--- src/rtl/iob_fifo2p_ctrl_pkg.sv ---
// Shared sizing helpers for the two-port FIFO controller and its pointer counters.
package iob_fifo2p_ctrl_pkg;

  localparam int DEF_DATA_W = 32;
  localparam int DEF_ADDR_W = 4;

  // Level counts 0..depth inclusive, so it needs one bit more than the address.
  function automatic int fifo_level_w(input int addr_w);
    return addr_w + 1;
  endfunction

  function automatic int fifo_depth(input int addr_w);
    return 1 << addr_w;
  endfunction

endpackage

--- src/rtl/iob_fifo2p_ptr.sv ---
// Wrapping FIFO pointer: W-bit counter with enable and asynchronous active-high reset.
module iob_fifo2p_ptr
  import iob_fifo2p_ctrl_pkg::*;
#(
  parameter int W = fifo_level_w(DEF_ADDR_W)
) (
  input  logic         clk_i,
  input  logic         arst_i,
  input  logic         en_i,
  output logic [W-1:0] ptr_o
);

  logic [W-1:0] ptr_q;

  always_ff @(posedge clk_i or posedge arst_i) begin
    if (arst_i) begin
      ptr_q <= '0;
    end else if (en_i) begin
      ptr_q <= ptr_q + W'(1);
    end
  end

  assign ptr_o = ptr_q;

endmodule

--- src/rtl/iob_fifo2p_ctrl.sv ---
// Two-port FIFO controller driving an external RAM with 1-cycle registered read.
// Optional sticky overflow/underflow flags are enabled by macro IOB_FIFO2P_CTRL_ERR_EN.
module iob_fifo2p_ctrl
  import iob_fifo2p_ctrl_pkg::*;
#(
  parameter int DATA_W = DEF_DATA_W,
  parameter int ADDR_W = DEF_ADDR_W
) (
  input  logic                            clk_i,
  input  logic                            arst_i,
  input  logic                            w_en_i,
  input  logic [DATA_W-1:0]               w_data_i,
  output logic                            w_full_o,
  input  logic                            r_en_i,
  output logic [DATA_W-1:0]               r_data_o,
  output logic                            r_valid_o,
  output logic                            r_empty_o,
  output logic [fifo_level_w(ADDR_W)-1:0] level_o,
  output logic                            ext_mem_w_en_o,
  output logic [ADDR_W-1:0]               ext_mem_w_addr_o,
  output logic [DATA_W-1:0]               ext_mem_w_data_o,
  output logic                            ext_mem_r_en_o,
  output logic [ADDR_W-1:0]               ext_mem_r_addr_o,
  input  logic [DATA_W-1:0]               ext_mem_r_data_i,
  output logic                            overflow_o,
  output logic                            underflow_o
);

  localparam int LEVEL_W = fifo_level_w(ADDR_W);
  localparam int DEPTH   = fifo_depth(ADDR_W);

  logic               push, pop;
  logic [ADDR_W:0]    w_ptr, r_ptr;
  logic [LEVEL_W-1:0] level_q, level_d;
  logic               full_q, empty_q, valid_q;

  // Gating by the registered flags gives pop priority when full and push priority when empty.
  assign push = w_en_i & ~full_q;
  assign pop  = r_en_i & ~empty_q;

  always_comb begin
    level_d = level_q;
    if (push && !pop) begin
      level_d = level_q + LEVEL_W'(1);
    end else if (pop && !push) begin
      level_d = level_q - LEVEL_W'(1);
    end
  end

  always_ff @(posedge clk_i or posedge arst_i) begin
    if (arst_i) begin
      level_q <= '0;
      full_q  <= 1'b0;
      empty_q <= 1'b1;
      valid_q <= 1'b0;
    end else begin
      level_q <= level_d;
      full_q  <= (level_d == LEVEL_W'(DEPTH));
      empty_q <= (level_d == '0);
      valid_q <= pop;
    end
  end

  iob_fifo2p_ptr #(.W(ADDR_W + 1)) u_w_ptr (
    .clk_i  (clk_i),
    .arst_i (arst_i),
    .en_i   (push),
    .ptr_o  (w_ptr)
  );

  iob_fifo2p_ptr #(.W(ADDR_W + 1)) u_r_ptr (
    .clk_i  (clk_i),
    .arst_i (arst_i),
    .en_i   (pop),
    .ptr_o  (r_ptr)
  );

  assign ext_mem_w_en_o   = push;
  assign ext_mem_w_addr_o = w_ptr[ADDR_W-1:0];
  assign ext_mem_w_data_o = w_data_i;
  assign ext_mem_r_en_o   = pop;
  assign ext_mem_r_addr_o = r_ptr[ADDR_W-1:0];

  assign w_full_o  = full_q;
  assign r_empty_o = empty_q;
  assign level_o   = level_q;
  assign r_valid_o = valid_q;
  assign r_data_o  = ext_mem_r_data_i;

`ifdef IOB_FIFO2P_CTRL_ERR_EN
  logic ovf_q, udf_q;

  always_ff @(posedge clk_i or posedge arst_i) begin
    if (arst_i) begin
      ovf_q <= 1'b0;
      udf_q <= 1'b0;
    end else begin
      ovf_q <= ovf_q | (w_en_i & full_q);
      udf_q <= udf_q | (r_en_i & empty_q);
    end
  end

  assign overflow_o  = ovf_q;
  assign underflow_o = udf_q;
`else
  assign overflow_o  = 1'b0;
  assign underflow_o = 1'b0;
`endif

endmodule
--- config.mk ---
export PLATFORM = sky130hd
export DESIGN_NAME = iob_fifo2p_ctrl
export DESIGN_NICKNAME = d
export VERILOG_FILES = /design/src/rtl/iob_fifo2p_ctrl_pkg.sv /design/src/rtl/iob_fifo2p_ptr.sv /design/src/rtl/iob_fifo2p_ctrl.sv
export SDC_FILE = /design/constraint.sdc
export NUM_CORES = 1
export LEC_CHECK = 0
export BUFFER_PORTS_ARGS = -buffer_cell sky130_fd_sc_hd__clkbuf_2
export CORE_MARGIN = 10
export CORE_UTILIZATION = 34
export DETAILED_ROUTE_END_ITERATION = 16
export GPL_ROUTABILITY_DRIVEN = 0
export PLACE_DENSITY = 0.93
export SYNTH_ARGS = -nofsm -noshare
export SYNTH_HDL_FRONTEND = slang
export SYNTH_SLANG_ARGS = --single-unit
--- constraint.sdc ---
create_clock -name clk_i -period 1.6 [get_ports clk_i]
set_input_delay 0.08 -clock clk_i [delete_from_list [all_inputs] [get_ports clk_i]]
set_output_delay 0.08 -clock clk_i [all_outputs]
set_load 0.02 [all_outputs]
After elaboration in Yosys (flattened, before gate mapping)
Index checks and enable logic that the tools add are counted.
{ "classes": {"n_reduce_logical": 5, "eq_ne": 1, "addsub": 4, "muxes": 2, "bitwise_logic": 4} }
{ "ops": {"columns": ["cell", "n"], "rows": [
  ["5-bit by 1-bit adder with 5-bit output, second input constant", 3],
  ["5-bit 2-to-1 mux", 2],
  ["5-bit == test, second input constant", 1],
  ["5-bit logical NOT", 1],
  ["5-bit by 1-bit subtractor with 5-bit output, second input constant", 1],
  ["1-bit bitwise AND", 2],
  ["1-bit logical AND", 2],
  ["1-bit logical NOT", 2],
  ["1-bit NOT", 2]
]} }
{ "word_totals": {"reg_bits": 18, "word_cells": 22, "in_bits": 68, "out_inout_bits": 84} }

Logic depth before layout (Yosys ltp)
Gate-level depths: netlist of run 1.
{ "logic_depth": {"depth_word": 7, "depth_mapped": 6, "depth_no_buf": 6} }

Cells and area by module
From an unflattened synthesis of run 1, not the netlist that was laid out.
{ "hier_totals": {"cells_unflattened": 143, "hier_area_um2": 1430.1} }
{ "by_module_without_submodules": {"columns": ["module", "cells_each", "area_each_um2", "seq_area_each_um2", "instances"], "rows": [
  ["iob_fifo2p_ctrl", 113, 1022.2, 201.4, 1],
  ["iob_fifo2p_ptr", 15, 203.9, 125.1, 2]
]} }

Worst setup path after synthesis of run 1
No wires, ideal clock.
{ "synth_path": {"path_kind": "register -> register", "startpoint": "register level_q[0] (netlist: level_o[0])", "endpoint": "register full_q (netlist: w_full_o)", "t_arrival_ns": 1.449, "stages_incl_launch_ff": 6, "slack_ns": 0.023, "path_buffers": 0, "period_less_slack_ns": 1.577, "required_ns": 1.471, "setup_time_ns": 0.129, "cell_sequence": "dfrtp_1 -> inv_1 -> ha_1 -> and3_1 -> o32ai_2 -> nor3b_2"} }
{ "synth_via": {"elab_chain_cells": 4, "word_cells_on_any_way": 5, "classes_between": "add/sub (2); eq/ne (1); mux (2)"} }
{ "synth_rtl": {"columns": ["item", "line", "source"], "rows": [
  ["start, declared", "iob_fifo2p_ctrl.sv:34", "logic [LEVEL_W-1:0] level_q, level_d;"],
  ["start signal, assigned", "iob_fifo2p_ctrl.sv:57", "level_q <= level_d;"],
  ["5-bit by 1-bit subtractor with 5-bit output", "iob_fifo2p_ctrl.sv:46", "level_d = level_q - LEVEL_W'(1);"],
  ["5-bit 2-to-1 mux", "iob_fifo2p_ctrl.sv:45", "end else if (pop && !push) begin"],
  ["5-bit 2-to-1 mux (*)", "iob_fifo2p_ctrl.sv:43", "if (push && !pop) begin"],
  ["5-bit == test (*)", "iob_fifo2p_ctrl.sv:58", "full_q <= (level_d == LEVEL_W'(DEPTH));"],
  ["end signal, assigned", "iob_fifo2p_ctrl.sv:58", null],
  ["end, declared", "iob_fifo2p_ctrl.sv:35", "logic full_q, empty_q, valid_q;"]
]} }
Every way passes the cells marked *; elsewhere a longest branch is shown, timed or not.
A chain may end at the register's enable or synchronous reset.

Final worst setup path of run 1
{ "layout_path": {"startpoint": "register empty_q (netlist: r_empty_o)", "endpoint": "register full_q (netlist: w_full_o)"} }
{ "layout_via": {"elab_chain_cells": 6, "word_cells_on_any_way": 8, "classes_between": "eq/ne (1); mux (2); bitwise (2); reduce/logical (3)"} }
{ "layout_rtl": {"columns": ["item", "line", "source"], "rows": [
  ["start, declared", "iob_fifo2p_ctrl.sv:35", null],
  ["start signal, assigned", "iob_fifo2p_ctrl.sv:59", "empty_q <= (level_d == '0);"],
  ["1-bit NOT (*)", "iob_fifo2p_ctrl.sv:39", "assign pop = r_en_i & ~empty_q;"],
  ["1-bit bitwise AND (*)", "iob_fifo2p_ctrl.sv:39", null],
  ["1-bit logical AND or 1-bit logical NOT (tied branches)", "iob_fifo2p_ctrl.sv:45, iob_fifo2p_ctrl.sv:43", null],
  ["5-bit 2-to-1 mux or 1-bit logical AND (tied branches)", "iob_fifo2p_ctrl.sv:45, iob_fifo2p_ctrl.sv:43", null],
  ["5-bit 2-to-1 mux (*)", "iob_fifo2p_ctrl.sv:43", null],
  ["5-bit == test (*)", "iob_fifo2p_ctrl.sv:58", null]
]} }
Marks and branches as above.

==> results of run 1 <==
==> cell type report <==
| class | count | area, um2 | share of cell area |
|---|---|---|---|
| sequential | 16 | 404 | 0.356 |
| multi-input combinational | 52 | 459 | 0.405 |
| timing repair buffer | 24 | 130 | 0.115 |
| tap | 48 | 60.1 | 0.0529 |
| clock buffer | 4 | 55.1 | 0.0485 |
| inverter | 5 | 26.3 | 0.0232 |
==> metal layers <==
layer / wire (um) / vias up / global-route usage
met5: 0 / - / 0
met4: 14 / 0 / 0.0200
met3: 367 / 4 / 0.0596
met2: 1130 / 48 / 0.0971
met1: 814 / 340 / 0.0588
li1: - / 298 / -
==> worst reg2reg max path: cells and delay by family, from the launching register on <==
family	cells	cell delay [ns]
AOI/OAI and AO/OA	1	0.16
DFF	1	0.53
and+or+nand+nor	4	0.77
==> sequential cells by signal, summed over array words and instances, names as in the netlist <==
name,cells
level_o,5
r_empty_o,1
r_valid_o,1
u_r_ptr.ptr_o,4
u_w_ptr.ptr_o,4
w_full_o,1
==> path summary, 6_finish.rpt <==
| kind | startpoint | endpoint | slack [ns] |
|---|---|---|---|
| max in group asynchronous | arst_i | level_o[0]$_DFF_PP0_ | 0.73 |
| min reg2reg | u_w_ptr.ptr_o[3]$_DFFE_PP0P_ | u_w_ptr.ptr_o[3]$_DFFE_PP0P_ | 0.47 |
| min | w_data_i[13] | ext_mem_w_data_o[13] | 0.16 |
| max reg2reg | r_empty_o$_DFF_PP1_ | w_full_o$_DFF_PP0_ | 0.07 |
| max | r_empty_o$_DFF_PP1_ | w_full_o$_DFF_PP0_ | 0.07 |
| min in group asynchronous | arst_i | u_w_ptr.ptr_o[0]$_DFFE_PP0P_ | 0.43 |
==> cell usage in the layout, fill, tap and decap left out, types with 3 or more instances in the layout <==
cell and count:
nand2_1 11, ha_1 3, xnor2_1 7, clkbuf_2 21, nor2_1 4, dfrtp_1 13
clkbuf_8 4
==> what timing repair did <==
| action | CTS | global route |
|---|---|---|
| hold endpoints to repair | 15 | 0 |
| pin swaps | 0 | 2 |
| resized for setup | 1 | 8 |
| gates cloned | 0 | 0 |
| hold buffers | 1 | 0 |
| endpoints found under the setup margin | 2 | 2 |
==> stage by stage <==
step,instances,setup TNS (ns),worst slack (ns)
global placement,144,0,0.124
CTS,149,0,0.0196
floorplan,139,0,0.0229
finish,149,0,0.0687
global route,149,-0.0242,-0.0242
detailed placement,144,0,0.0400
==> power by group through the flow <==
| stage | Sequential [mW] | Clock, mW | Combinational, mW |
|---|---|---|---|
| 3_3_place_gp | 0.818 | 0 | 1.11 |
| 3_5_place_dp | 0.836 | 0 | 1.14 |
| 6_report | 0.837 | 0.359 | 1.22 |
| 4_1_cts | 0.830 | 0.369 | 1.17 |
| 2_1_floorplan | 1.03 | 0 | 0.807 |
| 5_1_grt | 0.872 | 0.384 | 1.33 |
==> kinds of logic (layout without fill, tap and decap cells) <==
group / Yosys count / count (layout)
simple gates: 30 / 30
compound gates: 7 / 7
flops: 16 / 16
xor+xnor: 9 / 9
fa+ha+maj: 4 / 4
other cells: 1 / 2
buf+inv: 71 / 33
==> impl_metrics.json, run 1 <==
{
  "worstSetupPathType": "reg2reg",
  "fmax_mhz": 653,
  "postLayoutCoreUtil": 0.303,
  "hold_depth": 0,
  "hold_ws_ns": 0.160,
  "num-nets-final": 174,
  "port_buffers": 21,
  "io_pins": 152,
  "cts-root-buf": "clkbuf_8",
  "cts_buffers": 3,
  "netlist_instances": 138,
  "worstPathMaxFanout": 6,
  "rows": 22,
  "route.detailed.drc": 0,
  "start_util": 0.359,
  "synth_edf_count": 0,
  "insertion_delay_ns": 0.25,
  "grt_overflow": 0,
  "hold_class": "in2out",
  "power_density_nw_per_um2": 2130,
  "grt_use_total": 0.0633,
  "cp_top_family": "simple AND/OR/NAND/NOR gates",
  "dp_hpwl_mm": 1.78,
  "maxSlewHeadroom": 0.584,
  "cts_sinks": 16,
  "hold_violations": 0,
  "synth_compound_area_frac": 0.0530,
  "grt_pass1_vias": 737,
  "drv_cap": 0,
  "yosys-top-cells-count": "buf_4, dfrtp_1, nand2_1",
  "pwr-share-clk": 0.148,
  "worst_pin_slew_ns": 0.624,
  "synth_area_um2": 1350,
  "worstSetupEndpointType": "register",
  "cts.clk_slew.worst_paths_ns": 0.07,
  "worst_path_max_delay_cell": "dfstp_2",
  "power.share.switching": 0.451,
  "yosys_warnings": 0,
  "synth.mux.area_fraction": 0,
  "total_leakage_power_nw": 0.501,
  "maxSlewViolCount": 0,
  "crit_path_max_incr_delay_ns": 0.53,
  "start_kind": "register",
  "synth-async-reset-ratio": 1.00,
  "htree_levels": 1,
  "synthAdderAreaFrac": 0.0372,
  "die-area_um2": 6870,
  "power_frac_seq": 0.346,
  "synth_ff_type": "dfrtp_1",
  "synth_area_leaders": "buf_4, dfrtp_1, xnor2_1, ha_1, nand2_1",
  "yosysMostFrequentCell": "buf_4",
  "ys_ff_latch": 16,
  "wl_per_cell_um": 15.6,
  "die_w_um": 82.9,
  "grt_pass1_wl_mm": 3.66,
  "num_vias": 690,
  "cp.arrival_ns": 1.71,
  "period_share": 0.957,
  "yosysTopAreaCell": "buf_4",
  "skew_ns": 0.00458,
  "drt-pass1-iter-count": 4,
  "routed_wl_mm": 2.33,
  "areaGrowthSynthToFinish_pct": -15.6,
  "r2r_cells": 5,
  "worst_ep_required_time_ns": 1.78,
  "post_dp_cell_area_um2": 1030,
  "crit_cells": 5,
  "status": "completed",
  "synth_top_area_share": 0.368,
  "worst-path-buf-inv": 0,
  "synth-xor-area-share": 0.0781,
  "core_area_um2": 3740,
  "finalInstanceArea_um2": 1130,
  "die_h_um": 82.9,
  "vias_per_cell": 4.63,
  "power_frac_comb": 0.505,
  "period_minus_slack_ns": 1.53,
  "grt_start_max_net_pins": 17,
  "antenna_found_initial": 0,
  "seq_area_frac_synth": 0.299,
  "avgSynthCellArea_um2": 9.75,
  "setup_violations": 0,
  "power_mw": 2.42,
  "antennaDiodeCount": 0,
  "drt_iter0_drc": 29,
  "internal-power_mw": 1.33,
  "post_cts_buffers": 0,
  "path_cells": "nand2b_4 > nor2_1 > nor4_2 > o32ai_4 > nor3b_2",
  "cts_tree": "built",
  "nFillCells": 410,
  "ir_worst_vdd_mv": 0.763,
  "drive_gt1_frac": 0.475,
  "synth_top_family_by_area": "buffers and inverters",
  "synth.distinct_cells": 32,
  "ant_nets": 0,
  "switchingPower_mw": 1.09,
  "synth-simple-area-share": 0.142,
  "clockBufferDepth": 2
}
No activity file was read; power rests on OpenSTA's default activity.
==> run 2, diff against run 1 <==
Settings changed: BUFFER_PORTS_ARGS -buffer_cell sky130_fd_sc_hd__clkbuf_2 to -buffer_cell sky130_fd_sc_hd__buf_2, CTS_CLUSTER_DIAMETER from default to 30.
==> run 2 against run 1 <==
Against the previous run: clock skew fell by 0.0014 ns; final cell count stayed put; cell area shrank 2.5%; critical endpoint unchanged; non-clock buffer count unchanged; wire length down 8.3%; sequential power decreased by 2%; clock power about the same; flip-flop and latch count unchanged; critical path depth did not move.
==> impl_metrics.json, run 2 (same netlist as run 1, synthesis figures left out) <==
{
  "dp.cells": 144,
  "areaGrowthSynthToFinish_pct": -17.8,
  "insertion_delay_ns": 0.25,
  "ff2ff_setup_slack_ns": 0.12,
  "port_buffers": 21,
  "final_cells": 149,
  "start_util": 0.359,
  "worst_path_max_delay_cell": "dfrtp_2",
  "skew_ns": 0.00319,
  "worst_ep_required_time_ns": 1.73,
  "worstPathMaxFanout": 6,
  "num_vias": 672,
  "grt_pass1_wl_mm": 3.42,
  "nFillCells": 408,
  "worstSetupEndpointType": "register",
  "setup_violations": 0,
  "grt_pass1_vias": 657,
  "drt_iter0_drc": 22,
  "num-nets-final": 174,
  "cts_sinks": 16,
  "hold_ws_ns": 0.158,
  "power_density_nw_per_um2": 2090,
  "routed_wl_mm": 2.13,
  "route.detailed.drc": 0,
  "htree_levels": 1,
  "hold_violations": 0,
  "start_kind": "register",
  "rr_startpoint": "level_o[0]$_DFF_PP0_",
  "clockBufferDepth": 2,
  "worstSetupPathType": "reg2reg",
  "worstHoldStart": "r_en_i",
  "grt_start_max_net_pins": 17,
  "fmax_mhz": 674,
  "drv_cap": 0,
  "rows": 22,
  "fin_setup_tns_ns": 0,
  "cts.clk_slew.worst_paths_ns": 0.06,
  "io_pins": 152,
  "worst_pin_slew_ns": 0.610,
  "drt-pass1-iter-count": 4,
  "hold_class": "in2reg",
  "post_cts_buffers": 0,
  "min_to": "r_valid_o$_DFF_PP0_",
  "r2r_end": "w_full_o$_DFF_PP0_",
  "vias_per_cell": 4.51,
  "cp.arrival_ns": 1.62,
  "grt_use_total": 0.0607,
  "status": "completed",
  "drive_gt1_frac": 0.436,
  "cp_top_family": "flip-flops",
  "die-area_um2": 6870,
  "layout_commonest_cell": "buf_2",
  "core_area_um2": 3740,
  "maxSlewViolCount": 0,
  "antenna_found_initial": 0,
  "ir_worst_vdd_mv": 0.658,
  "die_h_um": 82.9,
  "cts_buffers": 3,
  "dp_hpwl_mm": 1.69,
  "period_share": 0.928,
  "grt_overflow": 0,
  "wl_per_cell_um": 14.3,
  "total_leakage_power_nw": 0.497,
  "path_cells": "inv_1 > ha_1 > and3_1 > o32ai_2 > nor3b_2",
  "rsz0062_at_grt": "false",
  "antennaDiodeCount": 0,
  "hold_depth": 3,
  "layout_common_cells": "buf_2, dfrtp_1, nand2_1, xnor2_1",
  "cts_tree": "built",
  "postLayoutCoreUtil": 0.295,
  "largest_reg_flops": 5,
  "worst-path-buf-inv": 1,
  "period_minus_slack_ns": 1.48,
  "maxSlewHeadroom": 0.593,
  "crit_path_max_incr_delay_ns": 0.41,
  "die_w_um": 82.9,
  "r2r_cells": 5,
  "cts-root-buf": "clkbuf_8",
  "ant_nets": 0
}
run 2: what timing repair did:
item,4_1_cts,5_1_grt
setup endpoints to repair,0,2
hold buffers,1,0
hold endpoints to repair,15,0
gates resized for setup,0,3
run 2: layout make-up:
type / count / area [um2] / area share
clock buffer: 4 / 55.1 / 0.0498
multi-input combinational: 52 / 430 / 0.389
tap: 48 / 60.1 / 0.0543
inverter: 5 / 26.3 / 0.0238
sequential: 16 / 404 / 0.365
timing repair buffer: 24 / 130 / 0.118
run 2: metal layers:
metal	GRT usage	part of all wire	vias to the layer above	wire (um)
li1	-	-	299	-
met1	0.0623	0.38	324	820
met2	0.0824	0.45	43	961
met3	0.0557	0.15	6	311
met4	0.0292	0.019	0	40
met5	0	0	-	0
run 2: worst min-delay path, delay by kind of cell:
| family | cells | cell delay (ns) |
|---|---|---|
| buffers and inverters | 2 | 0.19 |
| and+or+nand+nor | 1 | 0.09 |
run 2: worst max-delay path by stage:
stage,startpoint,endpoint,slack (ns),depth (start not counted)
after floorplan,level_o[0]$_DFF_PP0_,w_full_o$_DFF_PP0_,0.02,5
after global placement,level_o[1]$_DFF_PP0_,w_full_o$_DFF_PP0_,0.11,5
after detailed placement,level_o[1]$_DFF_PP0_,w_full_o$_DFF_PP0_,0.07,5
after CTS,level_o[1]$_DFF_PP0_,w_full_o$_DFF_PP0_,0.04,5
after global routing,level_o[0]$_DFF_PP0_,w_full_o$_DFF_PP0_,0.03,6
final,level_o[0]$_DFF_PP0_,w_full_o$_DFF_PP0_,0.12,5
run 2: per-stage QoR:
stage	setup WS [ns]	area, um2	power, mW
6_report	0.116	1110	2.31
5_1_grt	0.0317	1110	2.51
4_1_cts	0.0399	1100	2.34
3_5_place_dp	0.0661	1030	1.96
3_3_place_gp	0.114	1030	1.93
2_1_floorplan	0.0229	1350	1.83
run 2: report_power, final:
part | internal (mW) | leakage, nW | switching, mW
logic | 0.478 | 0.280 | 0.655
clock network | 0.219 | 0.0288 | 0.143
registers | 0.603 | 0.188 | 0.215
